**src/rtl/xoshiro128pp_jump_ctrl.sv**
```systemverilog
// xoshiro128++ jump / long_jump controller.
// Sits between the user and the PRNG state block. When idle, the user's
// advance and seed controls pass straight through to the PRNG. During a
// jump, the controller walks the 128-bit jump polynomial one bit per cycle.
// For every set bit it XOR-accumulates the PRNG's current state. The PRNG
// advances on every cycle, whether the bit is set or not. At the end, the
// accumulated state is loaded back into the PRNG through its seed port.
module xoshiro128pp_jump_ctrl #(
    parameter logic [127:0] JUMP_K = 128'h77f2db5b_6fa035c3_f542d2d3_8764000b,
    parameter logic [127:0] LONG_K = 128'h1c580662_ccf5a0ef_0b6f099f_b523952e
) (
    input  logic        i_clk,
    input  logic        i_rst,
    input  logic        i_cg,
    input  logic        i_seedValid,
    input  logic [31:0] i_seedS0,
    input  logic [31:0] i_seedS1,
    input  logic [31:0] i_seedS2,
    input  logic [31:0] i_seedS3,
    input  logic        i_jumpReq,
    input  logic        i_jumpLong,
    input  logic [31:0] i_s0,
    input  logic [31:0] i_s1,
    input  logic [31:0] i_s2,
    input  logic [31:0] i_s3,
    output logic        o_cg,
    output logic        o_seedValid,
    output logic [31:0] o_seedS0,
    output logic [31:0] o_seedS1,
    output logic [31:0] o_seedS2,
    output logic [31:0] o_seedS3,
    output logic        o_busy,
    output logic        o_done
);

    typedef enum logic [1:0] {
        IDLE = 2'd0,
        RUN  = 2'd1,
        LOAD = 2'd2
    } state_t;

    state_t      state;
    state_t      state_next;
    logic [6:0]  k;
    logic        tbl_long;
    logic [31:0] a0;
    logic [31:0] a1;
    logic [31:0] a2;
    logic [31:0] a3;
    logic        done;
    logic        start;
    logic        take_bit;

    // Polynomial bit for the current step: bit 0 of word 0 comes first.
    always_comb begin
        take_bit = tbl_long ? LONG_K[k] : JUMP_K[k];
    end

    // Next-state and output decode; idle is a transparent pass-through.
    always_comb begin
        state_next  = state;
        start       = 1'b0;
        o_cg        = i_cg;
        o_seedValid = i_seedValid;
        o_seedS0    = i_seedS0;
        o_seedS1    = i_seedS1;
        o_seedS2    = i_seedS2;
        o_seedS3    = i_seedS3;
        o_busy      = 1'b0;
        case (state)
            IDLE: begin
                if (i_jumpReq) begin
                    start      = 1'b1;
                    state_next = RUN;
                end
            end
            RUN: begin
                o_cg        = 1'b1;
                o_seedValid = 1'b0;
                o_seedS0    = a0;
                o_seedS1    = a1;
                o_seedS2    = a2;
                o_seedS3    = a3;
                o_busy      = 1'b1;
                if (k == 7'd127) begin
                    state_next = LOAD;
                end
            end
            LOAD: begin
                // The seed load wins over the advance inside the PRNG.
                // o_cg stays high only to keep the interface uniform while busy.
                o_cg        = 1'b1;
                o_seedValid = 1'b1;
                o_seedS0    = a0;
                o_seedS1    = a1;
                o_seedS2    = a2;
                o_seedS3    = a3;
                o_busy      = 1'b1;
                state_next  = IDLE;
            end
            default: begin
                state_next = IDLE;
            end
        endcase
    end

    assign o_done = done;

    // State register; reset aborts any jump in flight without a load.
    always_ff @(posedge i_clk or posedge i_rst) begin
        if (i_rst) begin
            state <= IDLE;
        end else begin
            state <= state_next;
        end
    end

    // Step counter, table select, accumulators and done pulse.
    always_ff @(posedge i_clk or posedge i_rst) begin
        if (i_rst) begin
            k        <= 7'd0;
            tbl_long <= 1'b0;
            a0       <= 32'd0;
            a1       <= 32'd0;
            a2       <= 32'd0;
            a3       <= 32'd0;
            done     <= 1'b0;
        end else begin
            done <= (state == LOAD);
            if (start) begin
                tbl_long <= i_jumpLong;
                k        <= 7'd0;
                a0       <= 32'd0;
                a1       <= 32'd0;
                a2       <= 32'd0;
                a3       <= 32'd0;
            end else if (state == RUN) begin
                k <= k + 7'd1;
                // Accumulate the pre-advance state; the PRNG steps on this same edge.
                if (take_bit) begin
                    a0 <= a0 ^ i_s0;
                    a1 <= a1 ^ i_s1;
                    a2 <= a2 ^ i_s2;
                    a3 <= a3 ^ i_s3;
                end
            end
        end
    end

endmodule

```
**config.mk**
```make
export PLATFORM = sky130hd
export DESIGN_NAME = xoshiro128pp_jump_ctrl
export DESIGN_NICKNAME = d
export VERILOG_FILES = /design/src/rtl/xoshiro128pp_jump_ctrl.sv
export SDC_FILE = /design/constraint.sdc
export NUM_CORES = 1
export LEC_CHECK = 0
export BUFFER_PORTS_ARGS = -buffer_cell sky130_fd_sc_hd__buf_2
export CAP_MARGIN = 40
export CORE_ASPECT_RATIO = 0.7
export CORE_MARGIN = 2
export CORE_UTILIZATION = 45
export CTS_CLUSTER_DIAMETER = 100
export CTS_CLUSTER_SIZE = 12
export DETAILED_ROUTE_END_ITERATION = 10
export GPL_TIMING_DRIVEN = 0
export PLACE_DENSITY = 0.79
export SKIP_LAST_GASP = 1
export SLEW_MARGIN = 20
export SYNTH_ARGS = -nofsm -noshare
export SYNTH_HDL_FRONTEND = slang
export SYNTH_SLANG_ARGS = --single-unit
```
**constraint.sdc**
```tcl
create_clock -name i_clk -period 4.8 [get_ports i_clk]
set_input_delay 0.96 -clock i_clk [delete_from_list [all_inputs] [get_ports i_clk]]
set_output_delay 0.96 -clock i_clk [all_outputs]
set_load 0.05 [all_outputs]
```
==> impl_metrics.tcl, run 1 <==
set metrics [dict create \
    status "finished clean" \
    register_area_sq_um 3480 \
    die_width_microns 178 \
    report.final.slew_viol_count 0 \
    cts_resized 0 \
    drt_iter0_drc 1145 \
    crit_fanout 10 \
    synth_nets 1300 \
    reg2reg_from "k[1]" \
    antenna_found_initial 0 \
    worstPathArrival_ps 3050 \
    cts_buffer_depth 2 \
    syn_to_final_growth_pct 31.5 \
    syn_area_sq_um 9550 \
    synthArstFlopShare_pct 100 \
    pin_count 394 \
    synth-main-ff-cell "dfrtp_1" \
    instances_no_fill 1731 \
    yosysSeqAreaShare_pct 36.4 \
    required_ps 3840 \
    ir_drop_mv 0.447 \
    avgViaCountPerCell 6.10 \
    drv_cap 0 \
    multi_input_area_sq_um 5460 \
    port-buffer-count 393 \
    routedWlPerCell_microns 20.7 \
    yosysWarnings 0 \
    r2r_slack_ps 1160 \
    rsz0062_at_grt "no" \
    drc 0 \
    fin_nets 1717 \
    synth_area_per_cell_sq_um 9.32 \
    fill_cells 1814 \
    cts.clk_slew.worst_paths_ps 70 \
    max-slew-margin-rel_pct 43.1 \
    cts.sink_count 139 \
    hold_buffers 0 \
    setup_violations 0 \
    ctsHtreeMaxLevel 4 \
    dr.pass1.iters 5 \
    grt_max_degree 82 \
    end_kind "output port" \
    path_class "flip-flop to output port" \
    fin_crit_sh_pct 83.5 \
    worst_pin_slew_ps 853 \
    final_common_cell "buf_2" \
    clock_latency_ps 440 \
    max_freq_ghz 0.250 \
    final_area_sq_um 12600 \
    place_congestion 0.899 \
    placed_cell_area_sq_um 11900 \
    min_path_cells 1 \
    worst_hold_startpoint "a3[20]" \
    power_mw 9.80 \
    leakagePower_nw 5.65 \
    placementRows 44 \
    hpwl_mm 26.3 \
    hold_violations 0 \
    grt_pass1_vias 9836 \
    ant_nets 0 \
    fin_skew_ps 19.4 \
    antenna_cells 0 \
    vias 10600 \
    powerDensity_nw_per_um2 780 \
    final_cell_mix "398 x buf_2, 139 x dfrtp_1, 138 x nand2_1" \
    die-area_sq_um 22400 \
    synth_edf_count 0 \
    synth-seq-cells 139 \
    min_to "a3[20]" \
    drive_gt1_share_pct 40.3 \
    post-route-util_pct 60.5 \
    synth_cell_type_count 45 \
    cts_tree "built" \
    coreArea_sq_um 20800 \
    grt_overflow 0 \
    rr_worst_depth 10 \
    r2r_end "a3[8]" \
    initial_core_util_pct 46.0 \
    min_period_ps 4010 \
    start_kind "flip-flop" \
    wl_mm 35.9 \
    cts_setup_buffers 0 \
    hp-class "flip-flop to flip-flop" \
    grt_pass1_wl_mm 54.8 \
    track_usage_pct 31.2 \
    cts_buffers 17 \
    place_inst 1696 \
    fp.dieH_microns 126 \
    syn_inst 1025 \
    root_buffer "clkbuf_16" \
]
## cells in the mapped netlist, types with 2 or more instances
| cell | count | area (sq um) |
|---|---|---|
| a211oi_1 | 2 | 15.0 |
| buf_2 | 5 | 25.0 |
| buf_6 | 14 | 158 |
| nor3_1 | 2 | 10.0 |
| mux2_2 | 130 | 1460 |
| and2_1 | 4 | 25.0 |
| nand3_1 | 4 | 20.0 |
| nor2_1 | 13 | 48.8 |
| nand4_1 | 2 | 12.5 |
| inv_1 | 7 | 26.3 |
| mux2i_1 | 3 | 30.0 |
| buf_1 | 3 | 11.3 |
| nand2b_1 | 3 | 18.8 |
| xor2_1 | 4 | 35.0 |
| clkbuf_1 | 97 | 364 |
| o31ai_1 | 131 | 983 |
| xnor2_1 | 2 | 17.5 |
| ha_1 | 13 | 163 |
| dfrtp_1 | 139 | 3480 |
| buf_4 | 4 | 30.0 |
| a21oi_1 | 137 | 686 |
| o41ai_1 | 128 | 1120 |
| nand2_1 | 138 | 518 |
| nor2b_1 | 11 | 68.8 |
| o21ai_0 | 4 | 20.0 |
| o211ai_1 | 2 | 15.0 |
| nor4b_1 | 2 | 17.5 |
| a31oi_1 | 4 | 25.0 |
## cell families (layout without fill, tap and decap cells)
kind of cell / after synthesis / in the layout / share of synthesized area [%]
AOI/OAI and AO/OA: 417 / 417 / 30.8
adders and majority gates: 13 / 13 / 1.70
buffers and inverters: 130 / 560 / 6.43
DFF: 139 / 139 / 36.4
xor gates and xnor gates: 6 / 6 / 0.550
and+or+nand+nor: 187 / 187 / 8.41
muxes: 133 / 133 / 15.6
## critical path: stages, from the launching register on
cell	delay, ps
dfrtp_1	390
inv_1	90
ha_1	440
clkbuf_1	220
buf_6	210
clkbuf_1	590
mux2_2	440
buf_2	220
## final cells by class
cell class | instances | share of cell area, %
buffer | 123 | 4.68
clock buffer | 20 | 3.64
clock inverter | 12 | 1.28
inverter | 7 | 0.269
multi-input combinational | 756 | 43.5
sequential | 139 | 27.7
tap | 276 | 2.75
timing repair buffer | 398 | 16.2
## metal layers
metal	part of all wire (%)	GRT usage (%)
met1	44	45.1
met2	46	47.6
met3	9.3	6.97
met4	1.5	7.71
met5	0	0
## power by group
group,internal [mW],switching [mW]
Clock,0.852,0.573
Combinational,1.99,4.38
Sequential,1.61,0.393
Total,4.45,5.35
## state kept, by name (all words and copies together) (netlist names)
register / cells
a2: 32
state: 2
a0: 32
a1: 32
k: 7
o_done: 1
tbl_long: 1
a3: 32
## through the flow
stage,worst slack (ps),setup TNS (ps),hold slack [ps]
after CTS,756,0,477
after detailed placement,1220,0,469
final,793,0,479
after global routing,638,0,487
after floorplan,115,0,445
after global placement,-1790,-246280,462
## how the worst max path moves through the flow
stage	from	endpoint	slack, ps	cells after the start
finish	state[1]	o_seedS1[3]	790	7
floorplan	i_rst	a0[0]	120	1
detailed placement	state[1]	o_seedS0[30]	1220	7
global placement	i_rst	a3[22]	-1790	2
global route	state[1]	o_seedS0[30]	640	7
CTS	state[1]	o_seedS0[30]	760	7
No activity file was read; power rests on OpenSTA's default activity.
==> run 2: changes to the inputs <==
- clock period: 4.8 -> 3.65 ns (I/O delays scaled with it)
==> run 2 against run 1 <==
Clock power rose by 35%. Sequential power grew 31%. Flip-flop and latch count unchanged. Combinational power rose by 32%. Global-route usage increased by 0.15 points. Setup slack worse by 660 ps. Cell count about the same. Critical path depth fell by 1. Sequential share of layout area decreased by 0.11 points. Non-clock buffer count unchanged. Clock skew is 6.9 ps lower. Utilization grew 0.27 points. Highest routed layer is now met5.
==> impl_metrics.tcl, run 2 (synthesis gave the netlist of run 1 again) <==
set metrics [dict create \
    status "finished clean" \
    fin_crit_sh_pct 96.4 \
    setup_violations 0 \
    end_kind "output port" \
    placementRows 44 \
    ir_drop_mv 0.655 \
    ctsHtreeMaxLevel 4 \
    required_ps 2920 \
    min_period_ps 3520 \
    clock_latency_ps 430 \
    max_freq_ghz 0.284 \
    grt_overflow 0 \
    crit_fanout 10 \
    leakagePower_nw 5.67 \
    rr_worst_depth 11 \
    avgViaCountPerCell 6.24 \
    drc 0 \
    powerDensity_nw_per_um2 1030 \
    report.final.slew_viol_count 0 \
    rsz0062_at_grt "no" \
    vias 10800 \
    initial_core_util_pct 46.0 \
    drt_iter0_drc 1380 \
    fin_nets 1717 \
    fill_cells 1764 \
    cts_setup_buffers 0 \
    antenna_found_initial 3 \
    fin_skew_ps 12.6 \
    cts.sink_count 139 \
    r2r_slack_ps 210 \
    final_area_sq_um 12600 \
    fp.dieH_microns 126 \
    hp-class "input port to asynchronous set/reset pin" \
    dr.pass1.iters 6 \
    coreArea_sq_um 20800 \
    start_kind "flip-flop" \
    whs_ps 377 \
    path_class "flip-flop to output port" \
    cts_buffers 17 \
    worstPathArrival_ps 2790 \
    track_usage_pct 31.4 \
    final_cell_mix "397 x buf_2, 138 x nand2_1, 138 x dfrtp_1" \
    grt_pass1_vias 10000 \
    syn_to_final_growth_pct 32.1 \
    die_width_microns 178 \
    worst_pin_slew_ps 852 \
    place_congestion 0.894 \
    hpwl_mm 26.8 \
    hold_violations 0 \
    r2r_end "a2[17]" \
    antenna_cells 0 \
    grt_max_degree 34 \
    cts.clk_slew.worst_paths_ps 70 \
    placed_cell_area_sq_um 12000 \
    cts_tree "built" \
    cts_buffer_depth 2 \
    drive_gt1_share_pct 41.0 \
    wl_mm 36.5 \
    pin_count 394 \
    reg2reg_from "k[0]" \
    routedWlPerCell_microns 21.1 \
    die-area_sq_um 22400 \
    root_buffer "clkbuf_16" \
    ant_nets 0 \
    max-slew-margin-rel_pct 43.2 \
    final_common_cell "buf_2" \
    port-buffer-count 393 \
    grt_pass1_wl_mm 55.3 \
    drv_cap 0 \
]
run 2: worst max path at each step:
stage	from	end	slack, ps	cells after the start
after floorplan	state[1]	o_seedS0[0]	740	5
after global placement	state[1]	o_seedS0[27]	-130	6
after detailed placement	state[1]	o_seedS0[27]	50	7
after CTS	k[1]	a3[0]	50	9
after global routing	state[1]	o_seedS2[2]	1	6
final	state[1]	o_seedS2[2]	130	6
run 2: final cells by class:
| type | instances | area (sq um) | share of cell area (%) |
|---|---|---|---|
| buffer | 122 | 594 | 4.71 |
| clock buffer | 18 | 439 | 3.48 |
| inverter | 7 | 30.0 | 0.238 |
| timing repair buffer | 399 | 2070 | 16.4 |
| clock inverter | 13 | 191 | 1.52 |
| sequential | 139 | 3480 | 27.6 |
| multi-input combinational | 756 | 5470 | 43.3 |
| tap | 276 | 345 | 2.74 |
run 2: what timing repair did:
action / 4_1_cts / 5_1_grt
hold buffers: 0 / 0
resized for setup: 3 / 11
pin swaps: 0 / 0
setup endpoints to repair: 71 / 103
run 2: critical path, cell delays in order (launching register included):
cell and delay, ps:
dfrtp_1 380, inv_1 90, ha_2 570, buf_6 210, clkbuf_1 480, mux2_2 420, buf_2 210
run 2: where the power goes:
group          internal, mW  switching (mW)
registers              2.12           0.518
clock network          1.17           0.743
logic                  2.61            5.78
run 2: stage by stage:
stage               instances  util [%]  worst slack, ps  TNS, ps  total power, mW
floorplan                1025         -              744        0             8.75
global placement         1694      57.2             -130    -1020             10.7
detailed placement       1699      57.6             45.0        0             10.9
CTS                      1729      60.7             51.9        0             12.8
global route             1730      60.8             1.03        0             13.6
finish                   1730      60.8              131        0             12.9
run 2: routing by layer:
layer | vias up | global-route usage [%] | part of all wire, %
met5 | - | 0 | 0.099
met4 | 6 | 9.55 | 2.5
met3 | 98 | 6.76 | 10
met2 | 731 | 49.4 | 46
met1 | 5129 | 43.4 | 41
li1 | 4839 | - | -
==> run 3: changes to the inputs <==
- PLACE_DENSITY: 0.79 -> 0.89
==> run 3 against run 2 <==
Sequential share of layout area down 0.19 points. Largest cell class unchanged. Non-clock buffer count up 3. Routed wire length up 0.17%. Combinational power up 1%. Clock power up 7%. Setup slack worse by 74 ps. Flip-flop and latch count unchanged. Clock skew down 1.9 ps. Critical path type is now flip-flop to flip-flop.
==> impl_metrics.tcl, run 3 (synthesis gave the netlist of run 1 again) <==
set metrics [dict create \
    status "finished clean" \
    place_inst 1700 \
    hold_violations 0 \
    vias 10900 \
    pin_count 394 \
    worst_path_max_delay_cell "a2111oi_1" \
    cts_buffer_depth 2 \
    powerDensity_nw_per_um2 1030 \
    ant_nets 0 \
    end_kind "flip-flop" \
    dr.pass1.iters 6 \
    start_kind "flip-flop" \
    die_width_microns 178 \
    place_congestion 0.917 \
    leakagePower_nw 5.74 \
    max_freq_ghz 0.278 \
    max_stage_delay_ps 620 \
    initial_core_util_pct 46.0 \
    clock_latency_ps 430 \
    cts.sink_count 139 \
    coreArea_sq_um 20800 \
    placementRows 44 \
    crit_buf_inv 3 \
    grt_pass1_vias 10100 \
    rsz0062_at_grt "yes" \
    report.final.slew_viol_count 0 \
    worst_pin_slew_ps 873 \
    p_int_mw 6.07 \
    hpwl_mm 26.9 \
    switching_share_pct 53.8 \
    drv_cap 0 \
    fin_tns_setup_ps 0 \
    path_class "flip-flop to flip-flop" \
    required_ps 3980 \
    crit_fanout 12 \
    power_frac_clock_pct 15.6 \
    p_sw_mw 7.06 \
    final_cell_mix "398 x buf_2, 139 x dfrtp_1, 138 x nand2_1" \
    cts.clk_slew.worst_paths_ps 60 \
    drive_gt1_share_pct 41.6 \
    fin_crit_sh_pct 98.4 \
    ir_drop_mv 0.745 \
    ctsHtreeMaxLevel 4 \
    die-area_sq_um 22400 \
    cts_buffers 17 \
    avgViaCountPerCell 6.29 \
    comb_power_share_pct 64.5 \
    fin_skew_ps 10.7 \
    critPathTopFamily "compound AO/OA/AOI/OAI gates" \
    fp.dieH_microns 126 \
    crit_chain "inv_1 > ha_1 > mux2_2 > a21oi_1 > a31oi_1 > a2111oi_1 > clkbuf_4 > clkbuf_1 > o41ai_1 > o31ai_1" \
    grt_max_degree 33 \
    root_buffer "clkbuf_16" \
    instances_no_fill 1735 \
    port-buffer-count 393 \
    drt_iter0_drc 1164 \
    track_usage_pct 31.4 \
    power_mw 13.1 \
    antenna_found_initial 3 \
    cts_setup_buffers 0 \
    fin_nets 1720 \
    cts_tree "built" \
    wl_mm 36.6 \
    max-slew-margin-rel_pct 41.8 \
    hp-class "input port to asynchronous set/reset pin" \
    seqPwrFrac_pct 20.0 \
    syn_to_final_growth_pct 33.0 \
    drc 0 \
    grt_pass1_wl_mm 55.1 \
    worstPathArrival_ps 3920 \
    grt_overflow 0 \
    final_common_cell "buf_2" \
    min_period_ps 3590 \
    routedWlPerCell_microns 21.1 \
    setup_violations 0 \
]
[run 3: cell count changes in the layout (fill, tap and decap cells not counted), moves of 2 or more]
cell       delta
diode_2       +2
buf_6         +2
clkbuf_2     +10
bufinv_16     +2
clkbuf_1     -10
[run 3: path summary, 6_finish.rpt]
check / start / endpoint / slack [ps] / depth (start not counted)
hold reg to reg: a1[16] / a1[16] / 470 / 1
max in group asynchronous: i_rst / a1[2] / 2430 / 4
min in group i_clk: a1[16] / a1[16] / 470 / 1
setup reg to reg: k[1] / a3[18] / 60 / 10
setup / recovery: k[1] / a3[18] / 60 / 10
hold / removal: i_rst / a3[10] / 380 / 2
[run 3: what timing repair did]
action / in CTS / in global routing
endpoints found under the setup margin: 42 / 126
gates resized for setup: 5 / 26
hold buffers: 0 / 0
[run 3: through the flow]
step | instance area (sq um) | setup WS, ps | util (%) | hold slack, ps
floorplan | 9550 | 744 | - | 445
global placement | 11900 | -10.4 | 57.2 | 460
detailed placement | 12000 | 169 | 57.7 | 466
CTS | 12700 | 4.48 | 61.0 | 380
global route | 12700 | -26.6 | 61.2 | 409
finish | 12700 | 56.9 | 61.2 | 378
[run 3: layer usage]
metal	wire [microns]	part of all wire, %	vias to the layer above	track usage [%]
met1	15000	41	5182	43.3
met5	13	0.036	-	0
met3	3950	11	94	7.13
met2	16600	45	791	49.3
li1	-	-	4838	-
met4	990	2.7	2	9.64
[run 3: area by class of cell]
| type | instances | area [sq um] |
|---|---|---|
| fill | 1721 | 8060 |
| multi-input combinational | 756 | 5460 |
| sequential | 139 | 3480 |
| timing repair buffer | 401 | 2090 |
| buffer | 123 | 612 |
| clock buffer | 18 | 439 |
| tap | 276 | 345 |
| clock inverter | 13 | 239 |
| inverter | 7 | 30.0 |
| antenna | 2 | 5.00 |
[run 3: power by group through the flow]
stage / Sequential [mW] / Combinational (mW) / Clock (mW)
floorplan: 2.43 / 6.32 / 0
global placement: 2.59 / 8.11 / 0
detailed placement: 2.61 / 8.31 / 0
CTS: 2.59 / 8.34 / 2.05
global route: 2.68 / 8.97 / 2.11
finish: 2.62 / 8.47 / 2.04
